## src/rtl/uart_tx_cfg_baud.sv

```systemverilog
// 8N1 UART transmitter with a run-time bit period latched per frame; TX/busy/tx_done registered (one cycle behind FSM).
// Optional even-parity bit enabled by defining UART_TX_PARITY_EN; trmt is ignored while a frame is in flight.
module uart_tx_cfg_baud (
  input  logic        clk,
  input  logic        rst,
  input  logic        trmt,
  input  logic [7:0]  tx_data,
  input  logic [15:0] baud_cnt,
  output logic        TX,
  output logic        busy,
  output logic        tx_done
);

`ifdef UART_TX_PARITY_EN
  localparam int unsigned FRAME_LEN = 11;
`else
  localparam int unsigned FRAME_LEN = 10;
`endif
  localparam logic [3:0] LAST_BIT = 4'(FRAME_LEN - 1);

  typedef enum logic {IDLE, XMIT} state_e;

  state_e                 state_q, state_d;
  logic [FRAME_LEN-1:0]   shift_reg_q, shift_reg_d;
  logic [15:0]            period_q, period_d;
  logic [15:0]            baud_q, baud_d;
  logic [3:0]             bit_cnt_q, bit_cnt_d;
  logic                   tx_q, tx_d;
  logic                   busy_q, busy_d;
  logic                   done_q, done_d;
  logic                   shift;
  logic [15:0]            eff_period;
  logic [FRAME_LEN-1:0]   frame;

  // Periods below 2 cannot produce a distinct shift cycle, so clamp them.
  assign eff_period = (baud_cnt < 16'd2) ? 16'd2 : baud_cnt;

`ifdef UART_TX_PARITY_EN
  assign frame = {1'b1, ^tx_data, tx_data, 1'b0};
`else
  assign frame = {1'b1, tx_data, 1'b0};
`endif

  always_comb begin
    state_d     = state_q;
    shift_reg_d = shift_reg_q;
    period_d    = period_q;
    baud_d      = baud_q;
    bit_cnt_d   = bit_cnt_q;
    shift       = 1'b0;
    busy_d      = (state_q == XMIT);
    tx_d        = (state_q == XMIT) ? shift_reg_q[0] : 1'b1;
    // busy_q still high while the FSM already sits in IDLE marks the frame end.
    done_d      = done_q | (busy_q && (state_q == IDLE));

    case (state_q)
      IDLE: begin
        if (trmt) begin
          state_d     = XMIT;
          shift_reg_d = frame;
          period_d    = eff_period;
          baud_d      = eff_period;
          bit_cnt_d   = 4'd0;
          done_d      = 1'b0;
        end
      end
      XMIT: begin
        shift = (baud_q == 16'd1);
        if (shift) begin
          shift_reg_d = {1'b1, shift_reg_q[FRAME_LEN-1:1]};
          baud_d      = period_q;
          bit_cnt_d   = bit_cnt_q + 4'd1;
          if (bit_cnt_q == LAST_BIT) begin
            state_d = IDLE;
          end
        end else begin
          baud_d = baud_q - 16'd1;
        end
      end
      default: state_d = IDLE;
    endcase
  end

  always_ff @(posedge clk) begin
    if (rst) begin
      state_q     <= IDLE;
      shift_reg_q <= '1;
      period_q    <= 16'd0;
      baud_q      <= 16'd0;
      bit_cnt_q   <= 4'd0;
      tx_q        <= 1'b1;
      busy_q      <= 1'b0;
      done_q      <= 1'b0;
    end else begin
      state_q     <= state_d;
      shift_reg_q <= shift_reg_d;
      period_q    <= period_d;
      baud_q      <= baud_d;
      bit_cnt_q   <= bit_cnt_d;
      tx_q        <= tx_d;
      busy_q      <= busy_d;
      done_q      <= done_d;
    end
  end

  assign TX      = tx_q;
  assign busy    = busy_q;
  assign tx_done = done_q;

endmodule

```

## config.mk

```make
export PLATFORM = sky130hd
export DESIGN_NAME = uart_tx_cfg_baud
export DESIGN_NICKNAME = d
export VERILOG_FILES = /design/src/rtl/uart_tx_cfg_baud.sv
export SDC_FILE = /design/constraint.sdc
export NUM_CORES = 1
export LEC_CHECK = 0
export BUFFER_PORTS_ARGS = -buffer_cell sky130_fd_sc_hd__buf_2
export CAP_MARGIN = 20
export CORE_MARGIN = 2
export CORE_UTILIZATION = 58
export DETAILED_ROUTE_END_ITERATION = 7
export PLACE_DENSITY = 0.79
export SLEW_MARGIN = 20
export SYNTH_ARGS = -nofsm -noshare
export SYNTH_HDL_FRONTEND = slang
export SYNTH_SLANG_ARGS = --single-unit
```

## constraint.sdc

```tcl
create_clock -name clk -period 2.2 [get_ports clk]
set_clock_uncertainty 0.1 [all_clocks]
set_input_delay 0.44 -clock clk [delete_from_list [all_inputs] [get_ports clk]]
set_output_delay 0.44 -clock clk [all_outputs]
set_load 0.02 [all_outputs]
```

# Word level (Yosys, flattened, before mapping)
# Cells that the tools add are included.
dict set report word_totals {
  reg_bits 50
  in_bits 27
  out_inout_bits 3
  wordCells 37
}
dict set report op_classes {
  addsub 2
  order_cmp 1
  eq_ne 4
  mux 16
  n_bitwise 2
  n_reduce_logical 4
}
# op n
set op_table {}
lappend op_table {{$mux W16} 3}
lappend op_table {{$pmux W16 S2} 1}
lappend op_table {{$mux W10} 2}
lappend op_table {{$pmux W10 S2} 1}
lappend op_table {{$eq A16 B1 Y1 const B} 1}
lappend op_table {{$lt A16 B2 Y1 const B} 1}
lappend op_table {{$sub A16 B1 Y16 const B} 1}
lappend op_table {{$mux W4} 2}
lappend op_table {{$pmux W4 S2} 1}
lappend op_table {{$mux W1} 5}
lappend op_table {{$add A4 B1 Y4 const B} 1}
lappend op_table {{$eq A4 B4 Y1 const B} 1}
lappend op_table {{$reduce_and A2 Y1} 2}
lappend op_table {{$ne A2 B1 Y1 const B} 1}
lappend op_table {{$ne A2 B2 Y1 const B} 1}
lappend op_table {{$pmux W1 S2} 1}
lappend op_table {{$reduce_or A2 Y1} 1}
lappend op_table {{$logic_and A1 B1 Y1} 1}
lappend op_table {{$not A1 Y1} 1}
lappend op_table {{$or A1 B1 Y1} 1}

# Depth between registers and ports, before layout
# Gate-level depths: netlist of the first run.
dict set report depth {
  depth_word 5
  mapped_depth 8
  depth_no_buf 6
}

# Worst setup path after synthesis of the first run
# OpenSTA, ideal clock, no wires.
dict set report synth_timing {
  path_type {register to register}
  start {register baud_q[0]}
  end {register baud_q[0]}
  setup_ps 74
  arrival_ps 1618
  t_required_ps 2026
  setup_slack_ps 407
  stages_incl_launch_ff 8
  path_buffers 2
  synth_period_minus_slack_ps 1793
  path_cell_list {dfxtp_1 -> ha_1 -> or3b_1 -> clkbuf_1 -> nor2_4 -> buf_2 -> nand4_1 -> a31oi_1}
}
dict set report synth_via {
  elab_chain_len 3
  word_cells_on_any_way 4
  classes_between {1 x add/sub; 1 x eq/ne; 2 x mux}
}
# element line
set synth_lines {}
lappend synth_lines {{start, declared} 26} ;# logic [15:0] baud_q, baud_d;
lappend synth_lines {{start signal, assigned} 98} ;# baud_q <= baud_d;
lappend synth_lines {{$sub A16 B1 Y16 or $eq A16 B1 Y1 (tied branches)} {77, 68}}
lappend synth_lines {{$mux W16 *} 69} ;# if (shift) begin
lappend synth_lines {{$pmux W16 S2 *} 56} ;# case (state_q)
# Mark *: on every way between the ends. The rest lies on a longest branch, timed or not.
# A chain may end at the register's enable or synchronous reset.

# Final worst setup path of the first run
dict set report layout_timing {
  start {register baud_q[0]}
  end {register baud_q[13]}
}
# The elaborated chain is that of the path after synthesis.

==> impl_results.md, run 1 <==
- Status: complete, no violations
- DRT Wirelength: 7230 um
- Slowest CP cell: or3_1
- CTS Buf Count: 5
- MaxCap Viol Count: 0
- Core ar.: 4380 um2
- # clock sinks: 49
- Post-synth ARST share: 0%
- P_leak: 1.21 nW
- Max-slew violation count: 0
- Synth top area share: 36.8%
- Hold Startpoint: baud_cnt[5]
- Most frequent cells in the layout: dfxtp_1, buf_2, nor2_1
- VDD IR max: 468 uV
- PnR worst setup slack: 164 ps
- Worst skew pair latency: 310 ps
- Worst Max-Slew Pin Slew: 705 ps
- Hold Crit Class: in -> reg
- F_max: 491 MHz
- Hold EP: period_q[5]
- Hold buffer count at CTS: 0
- Fin nets: 369
- Average size of a mapped cell: 8.79 um2
- Max Root-Sink Buffers: 2
- Largest area contributor in the netlist: dfxtp_1
- RSZ-0062 raised after global routing: false
- Top_reg_cell synth: dfxtp_1
- Worst slew margin: 52.8%
- Vias per std cell: 6.72
- Worst Setup SP: baud_q[0]
- Final Hold Viols: 0
- Drt first pass iters: 5
- Clock slew at reported path FFs: 90 ps
- CTS H-tree depth: 2
- DP HPWL: 5200 um
- CTS root buf: clkbuf_8
- Hold Path Cell Cnt: 2
- First-pass GRT wire length: 12,200 um
- Setup WS pre-CTS: 100 ps
- Vias in the first global route: 2,550
- Net Count, Synth: 334
- Critical Path Max Stage Delay: 530 ps
- Total power: 2.15 mW
- Final setup viols: 0
- Synth warnings: 0
- Reg2reg setup slack: 160 ps
- Mapped Cells: 303
- Site Rows: 24
- TritonCTS clock tree: done
- Filler cells: 348
- Worst R2R End: baud_q[13]
- Synth area leaders: dfxtp_1, mux2i_1, a22o_1
- Fraction of layout cells with a size suffix above 1: 20.4%
- Die X: 71.8 um
- Min cycle time layout: 2040 ps
- Largest net degree at the start of global routing: 21
- Initial antenna violation count: 0
- Fin Hold WS: 279 ps
- Initial core utilization: 60.8%
- Crit Reg-Reg Startpoint: baud_q[0]
- Critical path startpoint category: flip-flop
- PortBufs: 29
- Fin crit share: 92.5%
- Routed len/inst: 18.5 um
- Commonest non-fill, non-tap cell in the layout: dfxtp_1
- FF+latch count, synth: 49
- GR Util All Layers: 29.7%
- Die height: 71.8 um
- Post-synth EDFFs: 0
- Diode count: 0
- Pwr Density: 708 nW/um2
- Critical path required time: 2310 ps
- Post-Syn Area: 2660 um2
- Critical Path End Type: flip-flop
- CP Data Arrival Time: 2140 ps
- Path depth of the worst reg2reg path: 5
- Post-synthesis sequential area ratio: 36.8%
- Die outline area: 5150 um2
- Fin Setup TNS: 0 ps
- WS Path Type: reg -> reg
- Synthesis-to-finish area growth: 14.0%
- CP cell instances: buf_4, or3_1, nor4_1, nand2_1, a41o_1
- Vias: 2,626
- I/O pin count: 30
- Final GP Congestion: 0.949
- Count of cell types in the netlist: 62
- Crit path max fanout: 8
- Gr ovfl total: 0
- DRC violations left: 0
- DRT antenna net count: 0
- First-iteration detailed-routing DRC count: 419
## worst max-delay path by stage
stage,end,slack [ps],depth (start not counted)
final,baud_q[13],160,5
after global routing,baud_q[5],40,7
after CTS,baud_q[5],200,7
after detailed placement,period_q[14],100,5
after global placement,period_q[11],160,5
after floorplan,baud_q[0],410,7
## repair_timing
action | CTS | global route
endpoints found under the setup margin | 0 | 1
gates resized for setup | 0 | 0
setup buffers | 0 | 2
## worst max-delay path, delay by kind of cell (launching register included)
family                 cells  cell delay (ps)
buffers and inverters      1              140
flip-flops                 1              330
AND/OR/NAND/NOR            3             1130
AO/OA/AOI/OAI              1              240
## layer usage
metal | up-vias | GRT usage (%) | wire length, um | part of all wire [%]
li1 | 1231 | - | - | -
met1 | 1206 | 41.1 | 3200 | 44
met2 | 157 | 46.2 | 3080 | 43
met3 | 32 | 5.34 | 724 | 10
met4 | 0 | 11.5 | 227 | 3.1
met5 | - | 0 | 0 | 0
## final cells by class
| cell class | instances | area [um2] | area share, % |
|---|---|---|---|
| clock buffer | 7 | 76.3 | 2.51 |
| clock inverter | 1 | 7.51 | 0.247 |
| inverter | 8 | 30.0 | 0.988 |
| multi-input combinational | 222 | 1550 | 50.9 |
| sequential | 49 | 981 | 32.3 |
| tap | 52 | 65.1 | 2.14 |
| timing repair buffer | 52 | 330 | 10.9 |
## sequential cells by signal (all words and copies together), names as in the netlist
| name | count |
|---|---|
| busy_d | 1 |
| bit_cnt_q | 4 |
| TX | 1 |
| busy | 1 |
| tx_done | 1 |
| shift_reg_q | 9 |
| period_q | 16 |
| baud_q | 16 |
## power breakdown
| part | switching (mW) | internal, mW | leakage [nW] |
|---|---|---|---|
| combinational | 0.350 | 0.251 | 0.765 |
| clock | 0.304 | 0.226 | 0.0385 |
| sequential | 0.0703 | 0.953 | 0.403 |
## synth_stat cells (8+ instances only)
| cell | count |
|---|---|
| dfxtp_1 | 49 |
| nor2_1 | 24 |
| clkbuf_1 | 15 |
| nand2_1 | 14 |
| mux2i_1 | 13 |
| a21oi_1 | 12 |
| a22o_1 | 11 |
| or3_1 | 11 |
| a211oi_1 | 10 |
| a31oi_1 | 10 |
| nor3_1 | 10 |
| nand4_1 | 9 |
| and2_1 | 8 |
## logic make-up after synthesis
| kind of cell | share of synthesized area (%) |
|---|---|
| buf+inv | 5.07 |
| compound gates | 26.5 |
| simple gates | 23.4 |
| mux | 5.31 |
| fa+ha+maj | 1.88 |
| flops | 36.8 |
| xor+xnor | 0.987 |
## stage by stage
stage,cell area [um2],cells,utilization [%]
after floorplan,2660,303,-
after CTS,3020,389,68.9
final,3040,391,69.3
after detailed placement,2940,381,67.0
after global placement,2940,381,67.0
after global routing,3040,391,69.3
Note: power is estimated with default switching activity, not from simulation.
==> inputs of run 2 (changes only) <==
==> constraint.sdc (replaced) <==
create_clock -name clk -period 2.12 [get_ports clk]
set_clock_uncertainty 0.1 [all_clocks]
set_input_delay 0.424 -clock clk [delete_from_list [all_inputs] [get_ports clk]]
set_output_delay 0.424 -clock clk [all_outputs]
set_load 0.02 [all_outputs]
==> impl_results.md, run 2 (synthesis results as in run 1) <==
- Met1 Usage GRT: 42.0%
- CTS H-tree depth: 2
- GR Util All Layers: 29.0%
- Vias in the first global route: 2,370
- I/O pin count: 30
- Pwr Density: 741 nW/um2
- Hold Startpoint: baud_cnt[13]
- PortBufs: 29
- Slowest CP cell: or3b_1
- Design area: 3080 um2
- Total power: 2.28 mW
- VDD IR max: 584 uV
- Critical path required time: 2230 ps
- DRT Wirelength: 7290 um
- CTS Buf Count: 5
- Worst slew margin: 50.8%
- DRT antenna net count: 0
- Die height: 71.8 um
- Largest net degree at the start of global routing: 20
- CTS root buf: clkbuf_8
- Busiest grt layer: met2
- Worst Max-Slew Pin Slew: 735 ps
- Critical path destination: bit_cnt_q[0]
- Fin Setup TNS: 0 ps
- Met2 Usage GRT: 43.4%
- Met3 GRT Util: 5.77%
- DRC violations left: 0
- Critical path startpoint category: flip-flop
- Diode count: 0
- Site Rows: 24
- Critical Path End Type: flip-flop
- Fin nets: 372
- Fraction of layout cells with a size suffix above 1: 22.2%
- P_leak: 1.23 nW
- Crit path max fanout: 8
- Worst skew pair latency: 310 ps
- Most frequent cells in the layout: dfxtp_1, buf_2, buf_4
- Util after Layout: 70.3%
- Synthesis-to-finish area growth: 15.6%
- Initial antenna violation count: 0
- CP cell instances: inv_1, ha_1, or3b_1, nor2_4, buf_12, a31oi_4, a22o_1
- Worst R2R End: bit_cnt_q[0]
- Die outline area: 5150 um2
- PnR worst setup slack: 58.1 ps
- Routed len/inst: 18.5 um
- Final Hold Viols: 0
- Min cycle time layout: 2060 ps
- Gr ovfl total: 0
- DP HPWL: 5200 um
- # clock sinks: 49
- F_max: 485 MHz
- First-iteration detailed-routing DRC count: 335
- Max Root-Sink Buffers: 2
- Storage element area: 981 um2
- MaxCap Viol Count: 0
- Commonest non-fill, non-tap cell in the layout: dfxtp_1
- Hold Crit Class: in -> reg
- Worst Setup SP: baud_q[1]
- Core ar.: 4380 um2
- Vias per std cell: 6.69
- Initial core utilization: 60.8%
- Filler cells: 333
- Setup WS pre-CTS: 28.3 ps
- Vias: 2,637
- Final GP Congestion: 0.940
- Final setup viols: 0
- Path depth of the worst reg2reg path: 7
- CP Data Arrival Time: 2170 ps
- Top flop regs: baud_q: 16 flops, period_q: 16 flops, shift_reg_q: 9 flops
- Die X: 71.8 um
- Fin crit share: 97.3%
- Max-slew violation count: 0
- Drt first pass iters: 5
- Hold buffer count at CTS: 0
- WS Path Type: reg -> reg
- Reg2reg setup slack: 60 ps
- First-pass GRT wire length: 11,800 um
- Multi-input gate area: 1560 um2
- TritonCTS clock tree: done
- Post-placement cell area: 2960 um2
- Clock slew at reported path FFs: 90 ps
- Crit Reg-Reg Startpoint: baud_q[1]
- Critical Path Max Stage Delay: 480 ps
- Status: complete, no violations
==> run 2: per-stage QoR <==
| step | hold WS (ps) | std cells |
|---|---|---|
| after CTS | 269 | 393 |
| after global routing | 271 | 394 |
| after detailed placement | 338 | 385 |
| after floorplan | 315 | 303 |
| after global placement | 336 | 385 |
| final | 267 | 394 |
==> run 2: where the power goes <==
part	total, mW	switching, mW	internal [mW]	leakage (nW)
registers	1.07	0.0785	0.989	0.403
logic	0.626	0.360	0.266	0.780
clock network	0.591	0.325	0.265	0.0512
==> run 2: critical path, delay by kind of cell, from the launching register on <==
| kind | cells | cell delay, ps |
|---|---|---|
| buffers and inverters | 2 | 230 |
| AND/OR/NAND/NOR | 2 | 690 |
| flip-flops | 1 | 350 |
| adder cells (fa/ha/maj) | 1 | 150 |
| AO/OA/AOI/OAI | 2 | 430 |
==> run 2: what timing repair did <==
action,in CTS,in global routing
setup buffers,0,1
gates resized for setup,0,2
setup endpoints to repair,0,15
==> run 2: worst min-delay path by stage <==
| stage | slack [ps] | cells past startpoint | endpoint |
|---|---|---|---|
| 6_report | 270 | 2 | period_q[13] |
| 5_1_grt | 270 | 2 | period_q[5] |
| 4_1_cts | 270 | 2 | period_q[13] |
| 3_5_place_dp | 340 | 1 | TX |
| 3_3_place_gp | 340 | 1 | TX |
| 2_1_floorplan | 320 | 1 | TX |
==> run 2: metal layers <==
metal | wire length, um | up-vias
met3 | 646 | 15
met1 | 3240 | 1248
met5 | 0 | -
li1 | - | 1236
met4 | 114 | 0
met2 | 3290 | 138
==> run 2: area by class of cell <==
class | count | share of cell area, %
multi-input combinational | 222 | 50.5
tap | 52 | 2.11
clock inverter | 2 | 0.447
clock buffer | 6 | 2.68
inverter | 8 | 0.975
sequential | 49 | 31.8
timing repair buffer | 55 | 11.5
==> inputs of run 3 (changes only) <==
--- a/config.mk
+++ b/config.mk
@@ -10,7 +10,7 @@
 export CORE_MARGIN = 2
 export CORE_UTILIZATION = 58
 export DETAILED_ROUTE_END_ITERATION = 7
-export PLACE_DENSITY = 0.79
+export PLACE_DENSITY_LB_ADDON = 0.1
 export SLEW_MARGIN = 20
 export SYNTH_ARGS = -nofsm -noshare
 export SYNTH_HDL_FRONTEND = slang
==> impl_results.md, run 3 (synthesis results as in run 1) <==
- Fraction of layout cells with a size suffix above 1: 21.4%
- DP HPWL: 5440 um
- Fin Setup TNS: 0 ps
- Util after Layout: 71.0%
- Pwr Density: 774 nW/um2
- Top flop regs: baud_q: 16 flops, period_q: 16 flops, shift_reg_q: 9 flops
- Crit path max fanout: 12
- Synthesis-to-finish area growth: 16.9%
- Setup Fix Bufs, Post-CTS: 0
- Die outline area: 5150 um2
- Final GP Congestion: 0.930
- CTS Buf Count: 5
- Max-slew violation count: 0
- Fin crit share: 95.0%
- Vias per std cell: 6.90
- First-pass GRT wire length: 12,700 um
- Site Rows: 24
- Commonest non-fill, non-tap cell in the layout: dfxtp_1
- Worst slew margin: 58.5%
- Hold Crit Class: in -> reg
- Drt first pass iters: 5
- Hold buffer count at CTS: 0
- CP Data Arrival Time: 2120 ps
- Routed len/inst: 19.4 um
- Final cell count without fillers: 393
- Initial antenna violation count: 0
- Vias: 2,711
- # clock sinks: 49
- Clock slew at reported path FFs: 90 ps
- WS Path Type: reg -> reg
- Final Hold Viols: 0
- Critical path required time: 2230 ps
- Die height: 71.8 um
- Most frequent cells in the layout: dfxtp_1, buf_2, nor2_1
- TritonCTS clock tree: done
- Critical Path End Type: flip-flop
- MaxCap Viol Count: 0
- Vias in the first global route: 2,576
- Largest net degree at the start of global routing: 20
- DRC violations left: 0
- Gr ovfl total: 0
- CTS H-tree depth: 2
- Post-CTS sizing: 0
- Fin Hold WS: 273 ps
- Die X: 71.8 um
- CTS root buf: clkbuf_8
- Total power: 2.41 mW
- Max Root-Sink Buffers: 2
- DRT Wirelength: 7620 um
- Worst Max-Slew Pin Slew: 621 ps
- I/O pin count: 30
- DRT antenna net count: 0
- First-iteration detailed-routing DRC count: 336
- PortBufs: 29
- GR Util All Layers: 31.5%
- Min cycle time layout: 2010 ps
- P_leak: 1.24 nW
- VDD IR max: 559 uV
- Diode count: 0
- Placed insts: 384
- Fin nets: 371
- Worst skew pair latency: 300 ps
- Core ar.: 4380 um2
- F_max: 496 MHz
- Critical path startpoint category: flip-flop
- RSZ-0062 raised after global routing: false
- Initial core utilization: 60.8%
- Final setup viols: 0
- Status: complete, no violations
-- run 3: per-layer routing --
metal  vias to the layer above  track usage [%]  routed length [um]
li1                       1236                -                   -
met3                        28             6.61                 970
met2                       186             45.2                3200
met5                         -                0                   0
met1                      1261             47.0                3240
met4                         0             10.3                 208
-- run 3: final cells by class --
cell class | count | area [um2]
Timing Repair Buffer | 54 | 370
Tap cell | 52 | 65.1
Inverter | 8 | 30.0
Clock inverter | 2 | 37.5
Multi-Input combinational cell | 222 | 1550
Clock buffer | 6 | 82.6
Sequential cell | 49 | 981
Fill cell | 369 | 1270
-- run 3: report_power, final --
group          total (mW)  internal [mW]  switching (mW)
combinational       0.647          0.279           0.368
clock               0.696          0.384           0.312
sequential           1.07          0.989          0.0780
total                2.41           1.65           0.759
-- run 3: stage by stage --
step	cell area (um2)	setup slack (ps)
2_1_floorplan	2660	327
3_3_place_gp	2970	187
3_5_place_dp	2970	146
4_1_cts	3090	107
5_1_grt	3110	24.0
6_report	3110	105
-- run 3: final timing paths --
path	cells after the start	from	slack [ps]	end
setup / recovery	6	baud_q[8]	110	baud_q[5]
hold / removal	2	baud_cnt[11]	270	period_q[11]
setup reg to reg	6	baud_q[8]	110	baud_q[5]
hold reg to reg	1	shift_reg_q[0]	360	TX
-- run 3: critical path: stages, from the launching register on --
cell	delay [ps]
dfxtp_1	390
nor4_4	360
buf_4	190
and3_1	280
buf_4	250
a31oi_1	100
a221oi_1	260
